### src/rtl/rvfi_trace_pkg.sv
// Shared types for the RVFI trace buffer: the stored trace entry layout and
// the bit positions of its status flags.
package rvfi_trace_pkg;

  localparam int NUM_FLAGS = 3;
  localparam int FLAG_TRAP = 0;
  localparam int FLAG_HALT = 1;
  localparam int FLAG_GAP  = 2;

  typedef logic [NUM_FLAGS-1:0] trace_flags_t;

  typedef struct packed {
    logic [63:0]  order;
    logic [31:0]  insn;
    logic [31:0]  pc_rdata;
    logic [31:0]  pc_wdata;
    logic [4:0]   rd_addr;
    logic [31:0]  rd_wdata;
    logic [31:0]  mem_addr;
    logic [3:0]   mem_wmask;
    logic [31:0]  mem_wdata;
    trace_flags_t flags;
  } trace_entry_t;

  localparam int TRACE_ENTRY_W = $bits(trace_entry_t);

  function automatic trace_flags_t make_flags(input logic trap, input logic halt,
                                              input logic gap);
    trace_flags_t f;
    f            = '0;
    f[FLAG_TRAP] = trap;
    f[FLAG_HALT] = halt;
    f[FLAG_GAP]  = gap;
    return f;
  endfunction

endpackage

### src/rtl/rvfi_trace_buffer_fifo.sv
// Generic first-word-fall-through FIFO: the head word is always on rdata
// while empty is low, and a write is visible on rdata no earlier than the next cycle.
module sync_fifo #(
  parameter int WIDTH = 8,
  parameter int DEPTH = 8
) (
  input  logic                     clock,
  input  logic                     reset,
  input  logic                     push,
  input  logic                     pop,
  input  logic [WIDTH-1:0]         wdata,
  output logic [WIDTH-1:0]         rdata,
  output logic [$clog2(DEPTH):0]   level,
  output logic                     full,
  output logic                     empty
);

  localparam int PTR_W = $clog2(DEPTH);
  localparam int LVL_W = PTR_W + 1;

  logic [WIDTH-1:0] mem [DEPTH];
  logic [PTR_W-1:0] wr_ptr;
  logic [PTR_W-1:0] rd_ptr;
  logic             do_push;
  logic             do_pop;

  assign full    = (level == LVL_W'(DEPTH));
  assign empty   = (level == '0);
  assign do_pop  = pop && !empty;
  // A full FIFO still accepts a write when a word leaves in the same cycle.
  assign do_push = push && (!full || do_pop);
  assign rdata   = mem[rd_ptr];

  // NOTE: storage has no reset; level and pointers alone decide what is valid,
  // and leaving the array unreset lets it map onto plain RAM/flops without a reset tree.
  always_ff @(posedge clock) begin
    if (do_push) begin
      mem[wr_ptr] <= wdata;
    end
  end

  // NOTE: sequential state uses non-blocking assignments so every register
  // samples pre-edge values regardless of statement order.
  always_ff @(posedge clock) begin
    if (reset) begin
      wr_ptr <= '0;
      rd_ptr <= '0;
      level  <= '0;
    end else begin
      if (do_push) wr_ptr <= wr_ptr + PTR_W'(1);
      if (do_pop)  rd_ptr <= rd_ptr + PTR_W'(1);
      case ({do_push, do_pop})
        2'b10:   level <= level + LVL_W'(1);
        2'b01:   level <= level - LVL_W'(1);
        default: level <= level;
      endcase
    end
  end

endmodule

### src/rtl/rvfi_trace_buffer.sv
// Captures RVFI retirement packets into a FIFO, replays them over valid/ready,
// and tracks order continuity, x0 writes, halt and overflow drops.
module rvfi_trace_buffer
  import rvfi_trace_pkg::*;
#(
  parameter int DEPTH = 8,
  parameter int CNT_W = 16
) (
  input  logic                   clock,
  input  logic                   reset,
  input  logic                   rvfi_valid,
  input  logic [63:0]            rvfi_order,
  input  logic [31:0]            rvfi_insn,
  input  logic                   rvfi_trap,
  input  logic                   rvfi_halt,
  input  logic [31:0]            rvfi_pc_rdata,
  input  logic [31:0]            rvfi_pc_wdata,
  input  logic [4:0]             rvfi_rd_addr,
  input  logic [31:0]            rvfi_rd_wdata,
  input  logic [3:0]             rvfi_mem_wmask,
  input  logic [31:0]            rvfi_mem_addr,
  input  logic [31:0]            rvfi_mem_wdata,
  output logic                   out_valid,
  input  logic                   out_ready,
  output trace_entry_t           out_entry,
  output logic [$clog2(DEPTH):0] level,
  output logic [CNT_W-1:0]       drop_count,
  output logic                   order_error,
  output logic                   rd0_error,
  output logic                   halted
);

  logic         capture;
  logic         pop;
  logic         push;
  logic         drop;
  logic         fifo_full;
  logic         fifo_empty;
  logic         gap_pending;
  logic [63:0]  expected_order;
  trace_entry_t in_entry;

  // After a halt the hart is considered finished; stray strobes are ignored.
  assign capture   = rvfi_valid && !halted;
  assign out_valid = !fifo_empty;
  assign pop       = out_valid && out_ready;
  assign push      = capture && (!fifo_full || pop);
  assign drop      = capture && fifo_full && !pop;

  // NOTE: every field gets a default first so this block can never infer a latch.
  always_comb begin
    in_entry           = '0;
    in_entry.order     = rvfi_order;
    in_entry.insn      = rvfi_insn;
    in_entry.pc_rdata  = rvfi_pc_rdata;
    in_entry.pc_wdata  = rvfi_pc_wdata;
    in_entry.rd_addr   = rvfi_rd_addr;
    in_entry.rd_wdata  = rvfi_rd_wdata;
    in_entry.mem_addr  = rvfi_mem_addr;
    in_entry.mem_wmask = rvfi_mem_wmask;
    in_entry.mem_wdata = rvfi_mem_wdata;
    in_entry.flags     = make_flags(rvfi_trap, rvfi_halt, gap_pending);
  end

  sync_fifo #(
    .WIDTH (TRACE_ENTRY_W),
    .DEPTH (DEPTH)
  ) u_fifo (
    .clock (clock),
    .reset (reset),
    .push  (push),
    .pop   (pop),
    .wdata (in_entry),
    .rdata (out_entry),
    .level (level),
    .full  (fifo_full),
    .empty (fifo_empty)
  );

  // Sanity checks run on every capture, dropped packets included.
  always_ff @(posedge clock) begin
    if (reset) begin
      expected_order <= '0;
      order_error    <= 1'b0;
      rd0_error      <= 1'b0;
      halted         <= 1'b0;
    end else if (capture) begin
      expected_order <= rvfi_order + 64'd1;
      if (rvfi_order != expected_order) order_error <= 1'b1;
      if (rvfi_rd_addr == 5'd0 && rvfi_rd_wdata != 32'd0) rd0_error <= 1'b1;
      if (rvfi_halt) halted <= 1'b1;
    end
  end

  // A drop marks the stream so the next stored entry shows the hole.
  always_ff @(posedge clock) begin
    if (reset) begin
      drop_count  <= '0;
      gap_pending <= 1'b0;
    end else if (drop) begin
      gap_pending <= 1'b1;
      if (drop_count != '1) drop_count <= drop_count + CNT_W'(1);
    end else if (push) begin
      gap_pending <= 1'b0;
    end
  end

endmodule

### config.mk
export PLATFORM = sky130hd
export DESIGN_NAME = rvfi_trace_buffer
export DESIGN_NICKNAME = d
export VERILOG_FILES = /design/src/rtl/rvfi_trace_pkg.sv /design/src/rtl/rvfi_trace_buffer_fifo.sv /design/src/rtl/rvfi_trace_buffer.sv
export SDC_FILE = /design/constraint.sdc
export NUM_CORES = 2
export LEC_CHECK = 0
export BUFFER_PORTS_ARGS = -buffer_cell sky130_fd_sc_hd__clkbuf_2
export CORE_MARGIN = 2
export CORE_UTILIZATION = 50
export CTS_BUF_LIST = sky130_fd_sc_hd__clkbuf_16
export CTS_CLUSTER_SIZE = 16
export DETAILED_ROUTE_END_ITERATION = 16
export HOLD_SLACK_MARGIN = 0.05
export PLACE_DENSITY = 0.69
export SLEW_MARGIN = 20
export SYNTH_ARGS = -nofsm -noshare
export SYNTH_HDL_FRONTEND = slang
export SYNTH_HIERARCHICAL = 1
export SYNTH_SLANG_ARGS = --single-unit
### constraint.sdc
create_clock -name clock -period 48.1 [get_ports clock]
set_input_delay 4.81 -clock clock [delete_from_list [all_inputs] [get_ports clock]]
set_output_delay 4.81 -clock clock [all_outputs]
set_load 0.005 [all_outputs]
==> results.md <==
* Sink Count at 2241
* Skew-Pair Late Insertion Delay at 0.85 ns
* Worst R2R Start: u_fifo/level[0]
* Setup TNS at 0 ns
* Vias per std cell at 5.802
* Number of gates resized after CTS at 0
* Io pins at 563
* Flop2flop setup slack at 42.41 ns
* Post-Synthesis Net Count at 4139
* Crit path launch type: register
* Fin crit share at 20.68%
* CP Buf/Inv Count at 4
* Grt total ovfl at 0
* Final wirelength at 190.1 mm
* Crit. path cell count at 6
* Outcome: finished clean
* Largest area contributor in the netlist: edfxtp_1
* Pins Over Slew Limit at 0
* GRT Overall Usage at 21.45%
* Pwr dens at 48.01 nW/um2
* Initial Utilization at 50.29%
* Synth cell types at 55
* Antenna Violating Nets Remaining at 0
* Starting DRT DRC Count at 3383
* Slowest stage delay, CP at 0.95 ns
* RR Endpoint: u_fifo/mem[0][153]
* Num CTS Buffers at 216
* Detailed Place HPWL at 107.0 mm
* Final Non-Filler Cells at 7003
* DIE AREA at 175900 um2
* Port Buf Inserts at 562
* Register area share after synthesis at 76.89%
* Netlist Area Pre-Place at 86260 um2
* Top-count cell post-synth: edfxtp_1
* Worst-margin pin slew at 1.214 ns
* Post-route DRC violation count at 0
* Critical Path, Cell by Cell: buf_12 -> buf_4 -> buf_4 -> mux4_2 -> mux2_2 -> clkbuf_2
* Ys async rst share at 0%
* Die Y at 419.4 um
* Arrival @ worst endpoint at 5.14 ns
* Total design power at 4.741 mW
* VDD IR max at 0.00004033 V
* Max transition margin at 19.03%
* Critical path's top delay family: buffers and inverters
* Vias in the first global route at 41080
* Htree depth at 4
* Main synth FF type: edfxtp_1
* Row cnt at 152
* Nets at 4782
* Via count at 40630
* Gp weighted congestion at 0.7749
* First-pass GRT wire length at 276.3 mm
* Gate Count Post-Synth at 3861
* Post-synthesis area per instance at 22.34 um2
* Drt wl/cell at 27.14 um
* WS Path Type: reg2out
* Critical path required time at 43.29 ns
* Top post-synthesis cells by area: edfxtp_1 75%, mux4_2 14%, mux2_2 3.5%
* Core area at 171500 um2
* Drt pass-1 iters at 5
* RSZ-0062 raised after global routing: false
* Endpoints failing setup at 0
* Worst min path class: reg2reg
* Crit-path max FO at 157
* CTS tree: built
* Longest Clk Path Bufs at 3
* Post-CTS setup buffer count at 0
* CP Capture Point: out_entry[232]
* Setup crit end kind: output port
* Post-synth EDFFs at 2144
* Slowest CP cell: buf_4
* P_leak at 31.31 nW
* Minimum clock period after layout at 9.947 ns
* R2R depth at 10
* Share of cells above drive strength 1 at 37.35%
* Clock-pin transition on the worst setup and hold timing paths at 0.06 ns
* DP Area at 91760 um2
* Flops & latches, synth at 2241
* Die Wd at 419.4 um
* CTS Hold Bufs at 0
* Root buf cell: clkbuf_16
* Initial antenna violation count at 34
* Max cap viols at 0
* Largest net degree at the start of global routing at 169
* Fmax at 100.5 MHz
* Crit path top cell by count: buf_4
* Min-Delay Startpoint: rd0_error
* Placed cell count at 6594
* Yosys warnings at 6
* Clock skew at 0.04673 ns
* Area Growth Syn to Fin at 14.49%
* Most frequent cells after synthesis: 2144 x edfxtp_1, 536 x mux4_2, 270 x mux2_2
* Top-area cell type share of the netlist area at 74.64%
* Final Hold Viols at 0
* Fin area at 98760 um2
==> registers in the layout, summed over array words and instances, names as in the netlist, named ones only <==
register	count
drop_count	16
expected_order	64
gap_pending	1
halted	1
order_error	1
rd0_error	1
u_fifo/level	4
u_fifo/mem	2144
u_fifo/rd_ptr	3
u_fifo/wr_ptr	3
==> power breakdown <==
| part | internal [mW] | switching (mW) | leakage [nW] |
|---|---|---|---|
| Clock | 0.925 | 0.712 | 3.56 |
| Sequential | 2.26 | 0.0306 | 20.2 |
| Combinational | 0.401 | 0.416 | 7.52 |
| Total | 3.58 | 1.16 | 31.3 |
==> routing by layer <==
layer	vias to the layer above	wire length [um]	part of all wire [%]	GRT usage, %
met1	21510	75520	40	28.00
met4	36	6053	3.2	8.103
li1	17590	-	-	-
met2	1176	96910	51	35.50
met5	-	207	0.11	0
met3	320	11380	6.0	4.651
==> per-stage QoR <==
stage                     utilization [%]  hold WS [ns]  setup slack (ns)
after global placement              53.49        0.4372             37.88
after floorplan                         -        0.4421             22.93
after detailed placement            53.49        0.4396             37.82
after global routing                57.57        0.4742             37.84
final                               57.57        0.4461             38.15
after CTS                           57.51        0.4500             37.90
==> layout make-up <==
type / instances / area, um2
fill: 12510 / 72790
sequential: 2241 / 66330
multi-input combinational: 1401 / 19040
clock buffer: 217 / 5430
timing repair buffer: 622 / 3468
tap: 2310 / 2890
clock inverter: 174 / 1474
inverter: 22 / 82.58
antenna: 16 / 40.04
==> worst min-delay path by stage <==
stage	end	slack, ns	cells after the start
detailed placement	rd0_error	0.44	2
global placement	rd0_error	0.44	2
global route	rd0_error	0.47	2
floorplan	rd0_error	0.44	2
CTS	rd0_error	0.45	2
finish	rd0_error	0.45	2
==> cells by family (layout without fill, tap and decap cells) <==
kind of cell | count (synthesis) | in the layout | share of synthesized area [%]
AO/OA/AOI/OAI | 127 | 127 | 1.097
XOR/XNOR | 102 | 102 | 1.036
adder cells (fa/ha/maj) | 7 | 7 | 0.1102
buffers and inverters | 219 | 1035 | 1.115
flip-flops | 2241 | 2241 | 76.89
multiplexers | 810 | 810 | 17.57
other | 0 | 16 | 0
AND/OR/NAND/NOR | 355 | 355 | 2.190
==> worst reg2reg max path: stages (launching register included) <==
cell,delay (ns)
dfxtp_1,0.49
or3_1,0.28
nor2_1,0.10
nand2b_1,0.23
a21oi_1,0.62
o21ai_0,0.33
or2_2,0.46
nor3_2,0.51
buf_4,0.60
buf_4,0.75
buf_4,0.88
==> cells in the final DEF, fill, tap and decap left out, types with 38 or more instances in the layout <==
cell type,n
nand4_1,38
nor2_1,99
xor2_1,49
clkbuf_2,561
inv_1,71
xnor2_1,53
clkbuf_16,217
nand2_1,43
mux4_2,536
dfxtp_1,94
buf_4,46
edfxtp_1,2144
clkinv_2,38
clkinv_1,49
mux2_2,270
(Power assumes the default switching activity.)
